**config.mk**
```make
export PLATFORM = sky130hd
export DESIGN_NAME = ps2_kbd_rx
export DESIGN_NICKNAME = d
export VERILOG_FILES = /design/src/rtl/ps2_kbd_rx.sv
export SDC_FILE = /design/constraint.sdc
export NUM_CORES = 1
export LEC_CHECK = 0
export BUFFER_PORTS_ARGS = -buffer_cell sky130_fd_sc_hd__clkbuf_2
export CORE_AREA = 2 2 93 95
export DETAILED_ROUTE_END_ITERATION = 7
export DIE_AREA = 0 0 95 97
export PLACE_DENSITY = 0.68
export REMOVE_ABC_BUFFERS = 1
export SLEW_MARGIN = 0
export SYNTH_ARGS = -nofsm -noshare
export SYNTH_HDL_FRONTEND = slang
export SYNTH_SLANG_ARGS = --single-unit
```
**constraint.sdc**
```tcl
create_clock -name clk_100mhz -period 1.55 [get_ports clk_100mhz]
set_clock_uncertainty 0.05 [all_clocks]
set_input_delay 0 -clock clk_100mhz [delete_from_list [all_inputs] [get_ports clk_100mhz]]
set_output_delay 0 -clock clk_100mhz [all_outputs]
set_load 0.005 [all_outputs]
```
**src/rtl/ps2_kbd_rx.sv**
```systemverilog
// PS/2 keyboard frame receiver: synchronises and filters the PS/2 lines, checks start/odd-parity/stop,
// strobes each good scancode and keeps a four-byte history for the seven-segment display driver.
module ps2_kbd_rx #(
   parameter int unsigned FILT_LEN       = 8,
   parameter int unsigned TIMEOUT_CYCLES = 20000
) (
   input  logic        clk_100mhz,
   input  logic        nrst,
   input  logic        ps2_clk,
   input  logic        ps2_data,
   output logic [7:0]  code,
   output logic        code_valid,
   output logic        err,
   output logic [31:0] history
);

   localparam int unsigned FW = $clog2(FILT_LEN + 1);
   localparam int unsigned TW = $clog2(TIMEOUT_CYCLES);

   typedef enum logic [1:0] {IDLE, DATA, PARITY, STOP} state_t;

   logic          clk_meta, sync_clk, data_meta, sync_data;
   logic          filt_clk, filt_prev;
   logic [FW-1:0] filt_cnt;
   logic          fe;

   state_t        state, state_n;
   logic [2:0]    bit_cnt, bit_cnt_n;
   logic [7:0]    shreg, shreg_n;
   logic          par_ok, par_ok_n;
   logic [TW-1:0] tmo_cnt, tmo_cnt_n;
   logic [7:0]    code_n;
   logic          code_valid_n, err_n;
   logic [31:0]   history_n;

   // Two-flop synchronisers and the glitch filter on the PS/2 clock
   always_ff @(posedge clk_100mhz or negedge nrst) begin
      if (!nrst) begin
         clk_meta  <= 1'b0;
         sync_clk  <= 1'b0;
         data_meta <= 1'b0;
         sync_data <= 1'b0;
         filt_clk  <= 1'b1;
         filt_prev <= 1'b1;
         filt_cnt  <= '0;
      end else begin
         clk_meta  <= ps2_clk;
         sync_clk  <= clk_meta;
         data_meta <= ps2_data;
         sync_data <= data_meta;
         filt_prev <= filt_clk;
         if (sync_clk != filt_clk) begin
            if (filt_cnt == FW'(FILT_LEN - 1)) begin
               filt_clk <= sync_clk;
               filt_cnt <= '0;
            end else begin
               filt_cnt <= filt_cnt + FW'(1);
            end
         end else begin
            filt_cnt <= '0;
         end
      end
   end

   assign fe = filt_prev & ~filt_clk;

   // Frame state and registered outputs
   always_ff @(posedge clk_100mhz or negedge nrst) begin
      if (!nrst) begin
         state      <= IDLE;
         bit_cnt    <= '0;
         shreg      <= '0;
         par_ok     <= 1'b0;
         tmo_cnt    <= '0;
         code       <= '0;
         code_valid <= 1'b0;
         err        <= 1'b0;
         history    <= '0;
      end else begin
         state      <= state_n;
         bit_cnt    <= bit_cnt_n;
         shreg      <= shreg_n;
         par_ok     <= par_ok_n;
         tmo_cnt    <= tmo_cnt_n;
         code       <= code_n;
         code_valid <= code_valid_n;
         err        <= err_n;
         history    <= history_n;
      end
   end

   // Next-state: frame decode on filtered falling edges, plus the stalled-frame timeout
   always_comb begin
      state_n      = state;
      bit_cnt_n    = bit_cnt;
      shreg_n      = shreg;
      par_ok_n     = par_ok;
      code_n       = code;
      code_valid_n = 1'b0;
      err_n        = 1'b0;
      history_n    = history;
      tmo_cnt_n    = (state == IDLE || fe) ? '0 : tmo_cnt + TW'(1);

      case (state)
         IDLE: begin
            if (fe && !sync_data) begin
               state_n   = DATA;
               bit_cnt_n = '0;
            end
         end
         DATA: begin
            if (fe) begin
               shreg_n   = {sync_data, shreg[7:1]};
               bit_cnt_n = bit_cnt + 3'd1;
               if (bit_cnt == 3'd7) state_n = PARITY;
            end
         end
         PARITY: begin
            if (fe) begin
               par_ok_n = (^shreg) ^ sync_data;
               state_n  = STOP;
            end
         end
         STOP: begin
            if (fe) begin
               state_n = IDLE;
               if (sync_data && par_ok) begin
                  code_n       = shreg;
                  code_valid_n = 1'b1;
                  history_n    = {history[23:0], shreg};
               end else begin
                  err_n = 1'b1;
               end
            end
         end
         default: state_n = IDLE;
      endcase

      // An edge in the same cycle keeps the frame alive
      if (state != IDLE && !fe && tmo_cnt == TW'(TIMEOUT_CYCLES - 1)) begin
         state_n   = IDLE;
         err_n     = 1'b1;
         tmo_cnt_n = '0;
      end
   end

endmodule

```
* After elaboration in Yosys (flattened, before gate mapping)
Index checks and enable logic that the tools add are counted.
Storage, ports and cells: flip-flop bits (word level) 81, bits in latches 0, memory bits (writable) 0, ROM bits 0, input port bits 4, output and inout port bits 42, logic and storage cells 74, memories kept 0
Operators by class: $add $sub $neg 3, multiply operators 0, divide/modulo/power cells 0, magnitude comparators 0, equal/unequal tests 14, shifts and indexed selects 0, mux-type cells 21, bitwise operators 3, reduce and logical (&&, ||, !) cells 17
Operator list (count):
- $mux 15 | 2
- $add 15x1->15 const B | 1
- $eq 15x15->1 const B | 1
- $mux 2 | 6
- $ne 3x3->1 const B | 4
- $mux 4 | 2
- $pmux 2 s4 | 1
- $reduce_xor 8->1 | 1
- $mux 1 | 7
- $mux 3 | 2
- $pmux 3 s2 | 1
- $reduce_and 2->1 | 3
- $reduce_and 3->1 | 2
- $reduce_and 5->1 | 1
- $add 4x1->4 const B | 1
- $eq 2x2->1 const B | 2
- $eq 4x3->1 const B | 1
- $logic_and 1x1->1 | 4
- $reduce_bool 2->1 | 2
- $add 3x1->3 const B | 1
- $eq 3x3->1 const B | 1
- $ne 3x1->1 const B | 1
- $eq 2x1->1 const B | 1
- $logic_not 1->1 | 2
- 8 further kinds | 8

* Depth between registers and ports, before layout
Gate-level depths: netlist (run 1).
depth after elaboration 7, gate-level depth with buffers 7

* Least setup slack after synthesis (run 1)
Ideal clock, no wire load.
path kind register to register, start point reg filt_prev, end point reg history[11], setup time 125 ps, arrival time 1495 ps, required time 1375 ps, path slack -120 ps, stages on the path, launching flop included 7, buffers on the path 2, cells stage by stage dfstp_2 > nor2b_1 > buf_4 > nand2_2 > nor2_4 > buf_6 > mux2_2
Between the ends: word-level cells in the longest chain between the ends 2
Ends and longest elaborated chain:
- from (decl) | line 23 | logic filt_clk, filt_prev;
- from (signal assigned) | line 51 | filt_prev <= filt_clk;
- $and 1x1->1 | line 65 | assign fe = filt_prev & ~filt_clk;
- $reduce_and 3->1 (no source line)
- to (signal assigned) | line 88 | history <= history_n;
- to (decl) | line 14 | output logic [31:0] history
No other way between the ends. A chain may end at the register's enable or synchronous reset.

* Worst setup path in the final report (run 1)
Ends and elaborated chain as after synthesis.

==> results of run 1 <==
[repair_timing]
action,4_1_cts,5_1_grt
gates resized for setup,3,32
endpoints found under the hold margin,73,0
hold buffers,3,0
cloned,1,3
setup buffers,2,2
setup endpoints to repair,42,59
pin swaps,1,4
[cell type report]
| class | count | area share, % |
|---|---|---|
| Clock buffer | 11 | 3.466 |
| Clock inverter | 5 | 1.933 |
| Inverter | 4 | 0.3681 |
| Multi-Input combinational cell | 152 | 34.11 |
| Sequential cell | 73 | 44.85 |
| Tap cell | 105 | 3.221 |
| Timing Repair Buffer | 67 | 12.06 |
[logic make-up (layout without fill, tap and decap cells)]
family | count (synthesis) | count (layout)
fa+ha+maj | 9 | 9
xor+xnor | 20 | 20
flops | 73 | 73
mux | 42 | 42
compound gates | 19 | 19
simple gates | 61 | 62
buf+inv | 19 | 87
[cell usage in the layout (no fill, tap or decap), types with 4 or more instances in the layout]
master    instances
nor2_1           17
xor2_1           11
o21ai_0           4
clkbuf_8         10
buf_4            12
mux2_4           18
nand3_1           4
nand4_1           5
clkbuf_2         44
nand2_1           7
xnor2_1           8
a21oi_1           4
inv_1             4
dfrtp_1          71
ha_1              8
mux2_2           23
[metal layers]
layer / GRT usage [%] / part of all wire, %
met1: 17.68 / 49
met2: 19.31 / 46
met4: 6.020 / 1.5
met5: 0 / 0
met3: 3.427 / 3.3
[report_power, final]
group          internal (mW)  leakage, nW  switching [mW]  total [mW]
logic                  0.581        0.946           0.648        1.23
registers               2.10        0.993           0.145        2.24
clock network          0.949        0.113           0.683        1.63
total                   3.63         2.05            1.48        5.10
[per-stage QoR]
stage	std cells	util, %	hold WS [ps]
6_report	417	50.15	21.96
5_1_grt	417	50.15	50.76
4_1_cts	413	48.02	18.68
3_5_place_dp	391	44.24	-161.0
3_3_place_gp	391	44.24	-170.5
2_1_floorplan	228	-	-345.6
[sequential cells by signal, summed over array words and instances (netlist names), 2 cells and up]
name and flops:
state 2, filt_cnt 4, history 25, shreg 8, tmo_cnt 15, bit_cnt 3
code 7
[worst paths after layout]
check / end / start / cells past startpoint / slack, ps
setup reg to reg: history[11]$_DFFE_PN0P_ / filt_prev$_DFF_PN1_ / 6 / -100
max in group asynchronous: filt_prev$_DFF_PN1_ / nrst / 3 / 820
hold reg to reg: sync_clk$_DFF_PN0_ / clk_meta$_DFF_PN0_ / 0 / 300
setup / recovery: history[11]$_DFFE_PN0P_ / filt_prev$_DFF_PN1_ / 6 / -100
min in group clk_100mhz: data_meta$_DFF_PN0_ / ps2_data / 2 / 260
hold / removal: history[18]$_DFFE_PN0P_ / nrst / 2 / 20
[worst max-delay path, delay by kind of cell, from the launching register on]
family	cells	cell delay [ps]
simple gates	3	360
flops	1	530
buf+inv	2	250
mux	1	330
==> results.yml, run 1 <==
outcome:
  status: "complete, but fails checks"
  violations: "negative setup slack"
placed_design:
  gp_congestion: 0.8266
  io_buffer_count: 45
  hpwl_mm: 3.747
  dpl_worst_slack_ps: -117.7
  placed_area_mm2: 0.003598
drt:
  route.detailed.wl_per_inst_um: 14.09
  drt_pass1_iterations: 4
  route.detailed.drc: 0
  vias: 2011
  detail-route-antenna-nets: 0
  drtIter0Drc: 66
  vias_per_cell: 4.823
  routed_wl_mm: 5.875
finish:
  multi_input_area_mm2: 0.001391
  finalInstanceArea_mm2: 0.004079
  syn_to_final_growth_pct: 26.31
  nFillCells: 730
  nets: 320
  ff_latch_area_mm2: 0.001829
  diodes: 0
  drive_gt1_share_pct: 45.51
yosys:
  synth_top_cell_area_share_pct: 55.02
  ys_seq_area_share_pct: 56.64
  synth.avg_cell_area_um2: 13.29
  synth-compound-area-share_pct: 3.991
  synth_top_family_by_area: "multiplexers"
  syn_inst: 243
  yosys.area_share.adder_pct: 3.487
  yosys_warnings: 0
  async_reset_ff_share_pct: 100.0
  synth_xor_area_share_pct: 5.850
  yosysUniqueCellTypes: 43
  yosysMostFrequentCell: "dfrtp_1"
  synth_edf_count: 0
  ys_seq_elements: 73
  synth_simple_gate_area_share_pct: 11.04
  synth_area_mm2: 0.003229
  ys_top_cells_by_count: "71 x dfrtp_1, 36 x mux2_2, 18 x nor2_1"
  yosys.area.top_type: "dfrtp_1"
  synth_ff_type: "dfrtp_1"
  synth_mux_area_share_pct: 14.65
  synthTopCellsByArea: "dfrtp_1 55%, mux2_2 13%, ha_1 3.5%"
die:
  rows: 33
  die_area_mm2: 0.009215
  die_h_um: 97
  ios: 46
  fp.dieW_um: 95
  core-area_mm2: 0.008134
  start_util_pct: 39.70
clock_tree:
  cts_made_buffers: 9
  cts_tree: "built"
  htree_levels: 3
  cts_root_buf: "clkbuf_8"
  clk_pin_slew_ps: 80
  cts.sinks: 73
  clockBufferDepth: 2
  insertion_delay_ps: 330
global_routing:
  grt_max_degree: 38
  grt_pass1_vias: 1961
  grt_pass1_wl_mm: 9.301
  overflow: 0
  antenna_found_initial: 0
  grt_use_total_pct: 13.00
power:
  vdd_ir_drop_max_mv: 0.4931
  cellLeakagePower_nw: 2.051
  powerDensity_mw_per_mm2: 1251
  total_power_mw: 5.103
sta:
  period_minus_slack_ps: 1648
  finalMaxSlewViolations: 0
  min_period_over_period_pct: 106.3
  clock.fmax_mhz: 606.8
  setup_viol: 35
  finalHoldViolations: 0
  relSlewSlack_pct: 78.28
  setup_ws_ps: -97.91
  worst_pin_slew_ps: 323.4
  rsz0062_at_grt: "yes"
  fin_setup_tns_ps: -2201
setup_path:
  end_kind: "register"
  arrival_ps: 1820
  path_cells: "nor2b_4 -> nand2_2 -> nor2_4 -> buf_6 -> buf_16 -> mux2_2"
  cp_data_required_time_ps: 1720
  path_class: "reg2reg"
  cp-start-kind: "register"
  path_max_fanout: 5
  slowest_stage: "dfstp_2"
  crit_path_max_incr_delay_ps: 530
min_path:
  hold_path.class: "in2async"
job:
  drv_cap: 0
(Power assumes the default switching activity.)
==> inputs of run 2 (changes only) <==
- BUFFER_PORTS_ARGS: -buffer_cell sky130_fd_sc_hd__clkbuf_2 -> not set
- DONT_BUFFER_PORTS: not set -> 1
- PLACE_DENSITY: 0.68 -> 0.63
==> results.yml, run 2 (synthesized netlist as in run 1, its figures left out) <==
outcome:
  status: "complete, but fails checks"
  violations: "negative hold slack, negative setup slack"
clock_tree:
  insertion_delay_ps: 340
  clk_pin_slew_ps: 80
  htree_levels: 3
  cts_tree: "built"
  cts.sinks: 73
  cts_root_buf: "clkbuf_8"
  clockBufferDepth: 2
  cts_made_buffers: 9
  hold_buffers: 2
finish:
  fin_util_pct: 45.65
  nets: 272
  final_cells: 369
  diodes: 0
  drive_gt1_share_pct: 35.23
  largest_reg_flops: 25
  finalInstanceArea_mm2: 0.003714
  layout_commonest_cell: "dfrtp_1"
  reg_top3: "history (25), tmo_cnt (15), shreg (8)"
  mostFrequentLayoutCells: "70 x dfrtp_1, 27 x mux2_2, 17 x nor2_1, 12 x buf_4"
  regMostFlops: "history"
  syn_to_final_growth_pct: 14.99
drt:
  drt_pass1_iterations: 3
  vias: 1818
  route.detailed.wl_per_inst_um: 14.58
  detail-route-antenna-nets: 0
  route.detailed.drc: 0
  routed_wl_mm: 5.380
  vias_per_cell: 4.927
  drtIter0Drc: 41
global_routing:
  grt_pass1_wl_mm: 9.087
  antenna_found_initial: 0
  grt_pass1_vias: 1881
  grt_use_total_pct: 12.66
  grt_max_degree: 74
  overflow: 0
sta:
  clock.fmax_mhz: 615.5
  setup_ws_ps: -74.65
  relSlewSlack_pct: 78.10
  rsz0062_at_grt: "yes"
  finalHoldViolations: 73
  setup_viol: 32
  finalMaxSlewViolations: 0
  period_minus_slack_ps: 1625
  min_period_over_period_pct: 104.8
  worst_pin_slew_ps: 326.2
  holdWs_ps: -704.2
die:
  start_util_pct: 39.70
  die_area_mm2: 0.009215
  rows: 33
  core-area_mm2: 0.008134
  fp.dieW_um: 95
  ios: 46
  die_h_um: 97
setup_path:
  arrival_ps: 1800
  cp-start-kind: "register"
  path_class: "reg2reg"
  end_kind: "register"
  cp_data_required_time_ps: 1730
  r2r_start: "filt_prev$_DFF_PN1_"
  cp-startpoint: "filt_prev$_DFF_PN1_"
  path_max_fanout: 4
power:
  powerDensity_mw_per_mm2: 1307
  cellLeakagePower_nw: 1.776
  vdd_ir_drop_max_mv: 0.4397
  total_power_mw: 4.852
placed_design:
  dpl_worst_slack_ps: -114.6
  io_buffer_count: 0
  place_inst: 345
  placed_area_mm2: 0.003338
  hpwl_mm: 3.327
  gp_congestion: 0.7068
min_path:
  hold_path.class: "in2async"
job:
  drv_cap: 0
[run 2: layout make-up]
cell class / instances / area, µm²
sequential: 73 / 1831
tap: 105 / 131.4
multi-input combinational: 152 / 1353
inverter: 4 / 15.01
timing repair buffer: 19 / 183.9
clock inverter: 7 / 76.32
fill: 720 / 4420
clock buffer: 9 / 123.9
[run 2: critical path: stages (launching register included)]
cell and delay, ps:
dfstp_2 540, nor2b_4 140, nand2_2 70, nor2_4 150
buf_6 140, clkbuf_16 130, mux2_4 290
[run 2: metal layers]
layer / wire, µm / track usage, % / vias up / share of wire (%)
li1: - / - / 874 / -
met1: 2568 / 16.74 / 908 / 48
met5: 0 / 0 / - / 0
met4: 89 / 5.017 / 0 / 1.7
met3: 254 / 5.062 / 8 / 4.7
met2: 2467 / 18.49 / 28 / 46
[run 2: report_power, final]
part	internal (mW)	total, mW	switching (mW)	leakage, nW
sequential	2.10	2.24	0.142	0.991
combinational	0.541	1.13	0.590	0.689
clock	0.753	1.48	0.728	0.0962
total	3.39	4.85	1.46	1.78
[run 2: timing repair]
item / 4_1_cts / 5_1_grt
gates cloned: 1 / 2
gates resized for setup: 8 / 22
hold endpoints to repair: 75 / 73
pin swaps: 1 / 5
endpoints found under the setup margin: 43 / 51
setup buffers: 3 / 3
[run 2: worst paths after layout]
| kind | to | cells after the start | slack, ps |
|---|---|---|---|
| max | history[15]$_DFFE_PN0P_ | 6 | -70 |
| min | tmo_cnt[14]$_DFF_PN0_ | 0 | -700 |
| max reg2reg | history[15]$_DFFE_PN0P_ | 6 | -70 |
| min reg2reg | sync_clk$_DFF_PN0_ | 0 | 310 |
| max in group asynchronous | filt_prev$_DFF_PN1_ | 0 | 1950 |
| min in group clk_100mhz | clk_meta$_DFF_PN0_ | 1 | 160 |
[run 2: stage by stage]
stage          hold WS, ps  TNS, ps
2_1_floorplan       -345.6   -19110
3_3_place_gp        -344.3    -2716
3_5_place_dp        -344.2    -3756
4_1_cts             -733.8    -1387
5_1_grt             -743.7    -4436
6_report            -704.2    -1417
